`config.mk`:
```
export PLATFORM = sky130hd
export DESIGN_NAME = ps2_key_decoder
export DESIGN_NICKNAME = d
export VERILOG_FILES = /design/src/rtl/ps2_pkg.sv /design/src/rtl/ps2_ascii_rom.sv /design/src/rtl/ps2_key_decoder.sv
export SDC_FILE = /design/constraint.sdc
export NUM_CORES = 1
export LEC_CHECK = 0
export CAP_MARGIN = 25
export CORE_UTILIZATION = 50
export CTS_CLUSTER_DIAMETER = 150
export DETAILED_ROUTE_END_ITERATION = 7
export GPL_TIMING_DRIVEN = 1
export HOLD_SLACK_MARGIN = 0.12
export PLACE_DENSITY = 0.77
export SLEW_MARGIN = 5
export SYNTH_ARGS = -nofsm -noshare
export SYNTH_HDL_FRONTEND = slang
export SYNTH_HIERARCHICAL = 1
export SYNTH_SLANG_ARGS = --single-unit
```
`constraint.sdc`:
```
create_clock -name clock -period 1.6 [get_ports clock]
set_input_delay 0.48 -clock clock [delete_from_list [all_inputs] [get_ports clock]]
set_output_delay 0.48 -clock clock [all_outputs]
set_load 0.02 [all_outputs]
```
`src/rtl/ps2_pkg.sv`:
```
// ps2_pkg: scan-code constants, decoder FSM state type and default ASCII value
package ps2_pkg;
  localparam logic [7:0] SC_E0      = 8'hE0;
  localparam logic [7:0] SC_F0      = 8'hF0;
  localparam logic [7:0] SC_LSHIFT  = 8'h12;
  localparam logic [7:0] SC_RSHIFT  = 8'h59;
  localparam logic [7:0] ASCII_NONE = 8'h00;
  typedef enum logic [1:0] {S_IDLE, S_E0, S_F0, S_E0F0} dec_state_t;
endpackage

```
`src/rtl/ps2_ascii_rom.sv`:
```
// ps2_ascii_rom: Set 2 make code plus shift state to ASCII lookup
module ps2_ascii_rom #(
  parameter logic [7:0] ASCII_NONE = ps2_pkg::ASCII_NONE
) (
  input  logic [7:0] code,
  input  logic       shift,
  output logic [7:0] ascii
);
  logic [7:0] low, sym;
  always_comb begin
    low = ASCII_NONE;
    sym = ASCII_NONE;
    case (code)
      8'h1C: low = "a";
      8'h32: low = "b";
      8'h21: low = "c";
      8'h23: low = "d";
      8'h24: low = "e";
      8'h2B: low = "f";
      8'h34: low = "g";
      8'h33: low = "h";
      8'h43: low = "i";
      8'h3B: low = "j";
      8'h42: low = "k";
      8'h4B: low = "l";
      8'h3A: low = "m";
      8'h31: low = "n";
      8'h44: low = "o";
      8'h4D: low = "p";
      8'h15: low = "q";
      8'h2D: low = "r";
      8'h1B: low = "s";
      8'h2C: low = "t";
      8'h3C: low = "u";
      8'h2A: low = "v";
      8'h1D: low = "w";
      8'h22: low = "x";
      8'h35: low = "y";
      8'h1A: low = "z";
      8'h16: {low, sym} = {"1", "!"};
      8'h1E: {low, sym} = {"2", "@"};
      8'h26: {low, sym} = {"3", "#"};
      8'h25: {low, sym} = {"4", "$"};
      8'h2E: {low, sym} = {"5", "%"};
      8'h36: {low, sym} = {"6", "^"};
      8'h3D: {low, sym} = {"7", "&"};
      8'h3E: {low, sym} = {"8", "*"};
      8'h46: {low, sym} = {"9", "("};
      8'h45: {low, sym} = {"0", ")"};
      8'h29: low = " ";
      8'h5A: low = 8'h0D;
      default: ;
    endcase
  end
  // space and enter have no shifted form, so they fall through to low
  assign ascii = !shift ? low :
                 (low >= "a" && low <= "z") ? low - 8'h20 :
                 (sym != ASCII_NONE) ? sym : low;
endmodule

```
`src/rtl/ps2_key_decoder.sv`:
```
// ps2_key_decoder: PS/2 Set 2 byte parser tracking the held key, its ASCII and fresh presses
// Optional shift tracking for 12/59 enabled with `define PS2_KEYDEC_SHIFT_EN
module ps2_key_decoder #(
  parameter int         CNT_W      = 8,
  parameter logic [7:0] ASCII_NONE = ps2_pkg::ASCII_NONE
) (
  input  logic             clock,
  input  logic             reset,
  input  logic             in_valid,
  input  logic [7:0]       in_data,
  output logic             in_ready,
  output logic             event_valid,
  output logic             key_down,
  output logic             key_ext,
  output logic [7:0]       key_code,
  output logic [7:0]       key_ascii,
  output logic [CNT_W-1:0] press_count
);
  import ps2_pkg::*;
  dec_state_t state, state_n;
  logic       acc, is_pfx, do_make, do_break, ext, is_shift, rom_shift, held_ext;
  logic [7:0] held_code, rom_ascii;
  assign acc    = in_valid & in_ready;
  assign is_pfx = in_data == SC_E0 || in_data == SC_F0;
  always_comb begin
    state_n  = state;
    do_make  = 1'b0;
    do_break = 1'b0;
    ext      = state == S_E0 || state == S_E0F0;
    if (acc)
      case (state)
        S_IDLE: begin
          state_n = in_data == SC_E0 ? S_E0 : in_data == SC_F0 ? S_F0 : S_IDLE;
          do_make = !is_pfx;
        end
        S_E0: begin
          state_n = in_data == SC_F0 ? S_E0F0 : in_data == SC_E0 ? S_E0 : S_IDLE;
          do_make = !is_pfx;
        end
        default: begin
          state_n  = S_IDLE;
          do_break = !is_pfx;
        end
      endcase
  end
  always_ff @(posedge clock or posedge reset)
    if (reset) state <= S_IDLE;
    else state <= state_n;
`ifdef PS2_KEYDEC_SHIFT_EN
  logic shift_held;
  assign is_shift  = !ext && (in_data == SC_LSHIFT || in_data == SC_RSHIFT);
  assign rom_shift = shift_held;
  always_ff @(posedge clock or posedge reset)
    if (reset) shift_held <= 1'b0;
    else if (is_shift && (do_make || do_break)) shift_held <= do_make;
`else
  assign is_shift  = 1'b0;
  assign rom_shift = 1'b0;
`endif
  ps2_ascii_rom #(.ASCII_NONE(ASCII_NONE)) u_rom (
    .code  (in_data),
    .shift (rom_shift),
    .ascii (rom_ascii)
  );
  always_ff @(posedge clock or posedge reset)
    if (reset) begin
      in_ready    <= 1'b0;
      event_valid <= 1'b0;
      key_down    <= 1'b0;
      key_ext     <= 1'b0;
      key_code    <= '0;
      key_ascii   <= '0;
      press_count <= '0;
      held_code   <= '0;
      held_ext    <= 1'b0;
    end else begin
      in_ready    <= 1'b1;
      event_valid <= do_make | do_break;
      if (do_make || do_break) begin
        key_code <= in_data;
        key_ext  <= ext;
      end
      if (do_make && !is_shift) begin
        // a repeat of the already-held key is typematic, not a fresh press
        if (!(key_down && held_code == in_data && held_ext == ext)) press_count <= press_count + 1'b1;
        key_down  <= 1'b1;
        held_code <= in_data;
        held_ext  <= ext;
        key_ascii <= ext ? ASCII_NONE : rom_ascii;
      end
      if (do_break && !is_shift && held_code == in_data && held_ext == ext) begin
        key_down  <= 1'b0;
        key_ascii <= ASCII_NONE;
      end
    end
endmodule
```
==> results.json, run 1 <==
{
  "synth_edf_count": 0,
  "error": "[ERROR DPL-0033] detailed placement checks failed during check placement.",
  "root_buffer": "clkbuf_8",
  "antenna_found_initial": 0,
  "netlist_instances": 315,
  "hold_buffers": 0,
  "hpwl_mm": 6.27,
  "place.port_buffers": 38,
  "syn_avg_cell_area_um2": 8.81,
  "status": "stopped before the end",
  "die_h_um": 76.5,
  "ys_warn_count": 6,
  "ys_seq_elements": 39,
  "clock_path_buffers": 2,
  "postGrtWorstEndpoint": "key_ascii[6]$_DFFE_PP0P_/D",
  "htree_levels": 2,
  "synth_ff_type": "dfrtp_1",
  "async_reset_ff_frac": 1.00,
  "cts_sinks": 39,
  "initial_utilization": 0.530,
  "cts_made_buffers": 5,
  "ys_seq_area_frac": 0.352,
  "pin_count": 39,
  "gp_congestion": 0.936,
  "synthDistinctLibCells": 67,
  "endpoint_type": "register input",
  "syn_area_mm2": 0.00278,
  "fp.dieW_um": 76.5,
  "grt_max_degree": 40,
  "rows": 26,
  "stop_stage": "5_1_grt"
}
-- Yosys cell counts, drive strengths merged (8+ instances only) --
cell | n | area share
nor2b | 8 | 0.019
nand2 | 56 | 0.077
xnor2 | 10 | 0.032
o21ai | 11 | 0.020
nand3b | 13 | 0.035
buf | 18 | 0.041
mux2 | 11 | 0.046
nor2 | 14 | 0.020
dfrtp | 39 | 0.35
a21oi | 17 | 0.033
xor2 | 9 | 0.028
nand3 | 11 | 0.020
nand2b | 8 | 0.018
-- kinds of logic after synthesis --
group	share of synthesized area
multiplexers	0.0604
flip-flops	0.352
AND/OR/NAND/NOR	0.304
other	0.00271
XOR/XNOR	0.0600
buffers and inverters	0.0550
AO/OA/AOI/OAI	0.157
adder cells (fa/ha/maj)	0.00902
-- per-stage QoR --
stage	instance area [um2]	hold WS (ns)	setup WS (ns)	std cells
after floorplan	2960	0.464	-0.377	320
after global placement	3890	0.458	-1.08	486
after detailed placement	3890	0.468	-1.10	486
after CTS	4640	0.479	-0.374	535
-- what timing repair did --
item	4_1_cts
endpoints found under the setup margin	66
gates resized for setup	142
gates cloned	7
pin swaps	30
setup buffers	36
==> run 2, diff against run 1 <==
- CORE_UTILIZATION: 50 -> 40
- CTS_CLUSTER_DIAMETER: 150 -> default
- HOLD_SLACK_MARGIN: 0.12 -> default
- PLACE_DENSITY: 0.77 -> default
- PLACE_DENSITY_LB_ADDON: default -> 0.15
- clock period: 1.6 -> 2.1 ns (I/O delays scaled with it)
==> run 2 against run 1 <==
- the flow now finishes, with violations (negative setup slack)
- area after synthesis is the same
- synthesized cell count is the same
==> results.json, run 2 <==
{
  "rsz0062_at_grt": "yes",
  "cts_sinks": 39,
  "hold_path_class": "reg2reg",
  "yosysMostFrequentCell": "nand2_1",
  "async_reset_ff_frac": 1.00,
  "first_pass_iters": 4,
  "critPathMaxFanout": 4,
  "finalHoldViolations": 0,
  "htree_levels": 2,
  "worst_ep_arrival_time_ns": 2.35,
  "core_area_mm2": 0.00653,
  "yosys.area.top_type": "dfrtp_1",
  "initial_utilization": 0.425,
  "hold_path.startpoint": "press_count[7]$_DFFE_PP0P_",
  "areaGrowthSynthToFinish_pct": 63.4,
  "grt_pass1_wl_mm": 14.7,
  "layout_setup_ws_ns": -0.0266,
  "clock_path_buffers": 2,
  "n_fill_cell": 506,
  "pin_count": 39,
  "drt_iter0_markers": 157,
  "vias": 2864,
  "fin_nets": 463,
  "crit_path_end_kind": "flop",
  "fp.dieW_um": 85.3,
  "ys_warn_count": 6,
  "critical-path-max-stage-delay_ns": 0.41,
  "cap_viol_max_count": 0,
  "grt_usage": 0.262,
  "synth_edf_count": 0,
  "ys_top_cells_by_count": "nand2_1, dfrtp_1, a21oi_1",
  "wl_per_cell_um": 16.7,
  "peakVddDrop_mv": 0.522,
  "layout_common_cells": "buf_4, nand2_1, dfrtp_1, clkdlybuf4s50_1, buf_6",
  "r2r-end": "press_count[7]$_DFFE_PP0P_",
  "start_kind": "input port",
  "final_common_cell": "buf_4",
  "rrSetupSlack_ns": 0.32,
  "crit_chain": "buf_8, buf_6, or3b_4, a21oi_2, a31oi_2, o311a_4, nand3b_1, a21boi_2, nand3b_1, a21oi_1",
  "synthDistinctLibCells": 67,
  "path_common_cell": "nand3b_1",
  "hold_path_end": "press_count[7]$_DFFE_PP0P_",
  "min_period_over_period": 1.01,
  "dieArea_mm2": 0.00728,
  "power_w": 0.00272,
  "clkTransAtPathRegs_ns": 0.08,
  "violations": "negative setup slack",
  "finalCriticalPeriod_ns": 2.13,
  "setup_viol": 1,
  "grt_max_degree": 40,
  "place.port_buffers": 38,
  "clock_skew_ns": 0.00854,
  "powerDensity_mw_per_mm2": 599,
  "ys_seq_area_frac": 0.352,
  "hpwl_mm": 6.22,
  "critPathKind": "in2reg",
  "root_buffer": "clkbuf_8",
  "die_h_um": 85.3,
  "yosys-top-cells-area": "dfrtp_1, nand2_1, mux2_2, nand3b_1, xnor2_1",
  "diodes": 0,
  "drc_errors": 0,
  "timing.fmax_mhz": 470,
  "reg2regPathDepth": 6,
  "slew_violations": 0,
  "ys_seq_elements": 39,
  "syn_area_mm2": 0.00278,
  "routed_wl_mm": 8.82,
  "cts_made_buffers": 5,
  "antenna_left": 0,
  "r2r_start": "state[0]$_DFFE_PP0P_",
  "antenna_found_initial": 0,
  "first_global_vias": 2869,
  "final_util": 0.694,
  "synth_ff_type": "dfrtp_1",
  "rows": 29,
  "clkLatencyLatePin_ns": 0.29,
  "cts_tree": "yes",
  "critical-path-slowest-cell": "o311a_4",
  "netlist_instances": 315,
  "min_path_cells": 1,
  "synth.top_cell.area_share": 0.352,
  "status": "finished with violations",
  "p_leak_nw": 1.99,
  "gp_congestion": 0.898,
  "syn_avg_cell_area_um2": 8.81,
  "crit_required_ns": 2.32,
  "overflow": 0,
  "layout-drive-gt1-share": 0.419,
  "via_per_inst": 5.42
}
run 2: cell counts after synthesis:
No cell type changed its count.
run 2: cell type report:
type / instances / area [um2] / share of cell area
clock inverter: 2 / 60.1 / 0.0132
timing repair buffer: 145 / 1370 / 0.302
clock buffer: 6 / 72.6 / 0.0160
multi-input combinational: 253 / 1940 / 0.427
inverter: 6 / 22.5 / 0.00497
sequential: 39 / 976 / 0.215
tap: 77 / 96.3 / 0.0212
run 2: through the flow:
step	worst slack (ns)	hold WS, ns	setup TNS [ns]	cell area [um2]	std cells
floorplan	-0.0269	0.464	-0.0269	2870	320
global placement	-0.762	0.458	-18.31	3850	494
detailed placement	-0.767	0.471	-18.82	3850	494
CTS	-0.0147	0.482	-0.0147	4350	524
global route	-0.0835	0.505	-0.218	4540	528
finish	-0.0266	0.485	-0.0266	4540	528
run 2: logic make-up (layout without fill, tap and decap cells):
group	count (synthesis)	count (layout)	share of synthesized area
buf+inv	28	159	0.0550
simple gates	147	147	0.304
mux	15	15	0.0604
xor+xnor	19	19	0.0600
flops	39	39	0.352
other cells	2	7	0.00271
fa+ha+maj	2	2	0.00902
compound gates	63	63	0.157
run 2: routing by layer:
layer | routed length [um] | track usage | up-vias
li1 | - | - | 1380
met4 | 178 | 0.0742 | 0
met1 | 3980 | 0.366 | 1392
met3 | 446 | 0.0554 | 14
met5 | 0 | 0 | -
met2 | 4210 | 0.411 | 78
run 2: power breakdown:
group / total [W] / internal [W] / switching [W]
sequential: 0.000983 / 0.000870 / 0.000113
combinational: 0.000987 / 0.000520 / 0.000466
clock: 0.000746 / 0.000475 / 0.000271
run 2: worst max-delay path, delay by kind of cell:
kind	cells	cell delay (ns)
buffers and inverters	2	0.22
and+or+nand+nor	3	0.59
AOI/OAI and AO/OA	5	0.90
run 2: repair_timing:
action	4_1_cts	5_1_grt
hold endpoints to repair	0	0
pin swaps	18	18
hold buffers	0	0
gates cloned	3	0
setup endpoints to repair	34	13
gates resized for setup	65	39
buffers inserted	19	4
run 2: worst max-delay path by stage:
| stage | from | end |
|---|---|---|
| finish | in_data[4] | key_ascii[6]$_DFFE_PP0P_ |
| floorplan | in_data[3] | key_ascii[0]$_DFFE_PP0P_ |
| CTS | in_data[5] | key_ascii[6]$_DFFE_PP0P_ |
| global route | in_data[4] | key_ascii[6]$_DFFE_PP0P_ |
| detailed placement | in_data[6] | key_ascii[6]$_DFFE_PP0P_ |
| global placement | in_data[6] | key_ascii[6]$_DFFE_PP0P_ |
Power figures use the tool's default switching activity.
==> run 3, diff against run 2 <==
- CORE_MARGIN: default -> 2
==> run 3 against run 2 <==
- the flow still finishes with violations (negative setup slack)
- sequential power about the same
- register-to-register slack better by 0.05 ns
- flip-flop and latch count unchanged
- combinational power down 1%
- die area up 4.7%
- critical path depth up 2
- power down 3.9%
- cell area down 2.9%
- clock skew up 0.0062 ns
- worst setup slack worse by 0.023 ns
- hold slack worse by 0.012 ns
- critical endpoint unchanged
==> results.json, run 3 (synthesis results as in run 2) <==
{
  "clock_skew_ns": 0.0148,
  "status": "finished with violations",
  "antenna_left": 0,
  "place.port_buffers": 38,
  "gp_congestion": 0.989,
  "clkLatencyLatePin_ns": 0.30,
  "finalHoldViolations": 0,
  "rsz0062_at_grt": "yes",
  "crit_path_end_kind": "flop",
  "rows": 30,
  "core_area_mm2": 0.00676,
  "drc_errors": 0,
  "pin_count": 39,
  "die_h_um": 87.3,
  "start_kind": "input port",
  "wl_per_cell_um": 16.8,
  "critical-path-max-stage-delay_ns": 0.38,
  "fin_nets": 453,
  "violations": "negative setup slack",
  "first_global_vias": 2860,
  "areaGrowthSynthToFinish_pct": 58.7,
  "timing.fmax_mhz": 465,
  "worst_ep_arrival_time_ns": 2.34,
  "grt_usage": 0.233,
  "root_buffer": "clkbuf_8",
  "cts_sinks": 39,
  "final_util": 0.652,
  "cap_viol_max_count": 0,
  "hold_ws_ns": 0.473,
  "hold_path_class": "reg2reg",
  "dieArea_mm2": 0.00762,
  "first_pass_iters": 4,
  "gr-usage-met2": 0.385,
  "peakVddDrop_mv": 0.430,
  "cts_tree": "yes",
  "clock_path_buffers": 2,
  "vias": 2822,
  "tns_ns": -0.0541,
  "diodes": 0,
  "critical-path-slowest-cell": "a311oi_4",
  "layout_common_cells": "buf_4, nand2_1, dfrtp_1, clkdlybuf4s50_1, buf_6",
  "hpwl_mm": 5.99,
  "n_fill_cell": 572,
  "grt_max_degree": 40,
  "busiest_layer": "met2",
  "p_leak_nw": 1.91,
  "setup_viol": 2,
  "via_per_inst": 5.42,
  "routed_wl_mm": 8.75,
  "grt_use_met1": 0.313,
  "overflow": 0,
  "htree_levels": 2,
  "crit_required_ns": 2.29,
  "layout-drive-gt1-share": 0.399,
  "crit_chain": "buf_8, buf_6, buf_12, buf_6, buf_6, nand3b_1, a31oi_4, a311oi_4, nand3b_1, a21boi_2, nand3b_1, a21oi_2",
  "critPathKind": "in2reg",
  "rrSetupSlack_ns": 0.37,
  "cts_made_buffers": 5,
  "powerDensity_mw_per_mm2": 592,
  "finalCriticalPeriod_ns": 2.15,
  "initial_utilization": 0.411,
  "final_common_cell": "buf_4",
  "layout_setup_ws_ns": -0.0501,
  "hold_buffers": 0,
  "antenna_found_initial": 0,
  "grtUsageMet3": 0.0455,
  "drt_iter0_markers": 160,
  "power_w": 0.00261,
  "slew_violations": 0,
  "grt_pass1_wl_mm": 13.9,
  "fp.dieW_um": 87.3,
  "clkTransAtPathRegs_ns": 0.09,
  "min_period_over_period": 1.02,
  "critPathMaxFanout": 5
}
run 3: cell types whose count changed in the layout (fill, tap and decap cells not counted), sizes merged:
cell / delta
buf: -8
bufbuf: -2
bufinv: -1
clkbuf: -1
clkinvlp: +1
inv: +1
run 3: where the power goes:
| part | total (W) | internal, W | switching [W] |
|---|---|---|---|
| sequential | 0.000985 | 0.000869 | 0.000115 |
| clock | 0.000650 | 0.000358 | 0.000292 |
| combinational | 0.000975 | 0.000502 | 0.000473 |
| total | 0.00261 | 0.00173 | 0.000880 |
run 3: layout make-up:
cell class / instances / area, um2 / area share
clock inverters: 3 / 46.3 / 0.0105
multi-input cells: 253 / 1940 / 0.440
well taps: 80 / 100 / 0.0227
repair buffers: 135 / 1250 / 0.285
clock buffers: 5 / 68.8 / 0.0156
flip-flops and latches: 39 / 976 / 0.222
inverters: 6 / 22.5 / 0.00511
run 3: worst max-delay path, delay by kind of cell:
kind,cells,cell delay [ns]
AO/OA/AOI/OAI,4,0.75
buffers and inverters,5,0.55
AND/OR/NAND/NOR,3,0.42
run 3: per-layer routing:
| metal | wire length, um | share of wire | up-vias |
|---|---|---|---|
| met2 | 4180 | 0.48 | 72 |
| met5 | 0 | 0 | - |
| met4 | 208 | 0.024 | 0 |
| li1 | - | - | 1367 |
| met3 | 417 | 0.048 | 20 |
| met1 | 3940 | 0.45 | 1363 |
run 3: final timing paths:
| path | cells past startpoint | start | endpoint |
|---|---|---|---|
| min reg2reg | 1 | press_count[7]$_DFFE_PP0P_ | press_count[7]$_DFFE_PP0P_ |
| max reg2reg | 6 | state[0]$_DFFE_PP0P_ | press_count[7]$_DFFE_PP0P_ |
| min in group asynchronous | 3 | reset | press_count[0]$_DFFE_PP0P_ |
| min | 1 | press_count[7]$_DFFE_PP0P_ | press_count[7]$_DFFE_PP0P_ |
| max in group asynchronous | 3 | reset | key_ascii[2]$_DFFE_PP0P_ |
| max | 12 | in_data[5] | key_ascii[6]$_DFFE_PP0P_ |
run 3: through the flow:
step / worst slack [ns] / area, um2 / instances
floorplan: -0.0269 / 2870 / 320
global placement: -0.797 / 3790 / 491
detailed placement: -0.832 / 3790 / 491
CTS: -0.0279 / 4200 / 517
global route: -0.111 / 4410 / 521
finish: -0.0501 / 4410 / 521
run 3: what timing repair did:
action / in CTS / in global routing
setup buffers: 13 / 4
pin swaps: 16 / 22
cloned: 5 / 0
gates resized for setup: 65 / 43
setup endpoints to repair: 34 / 15
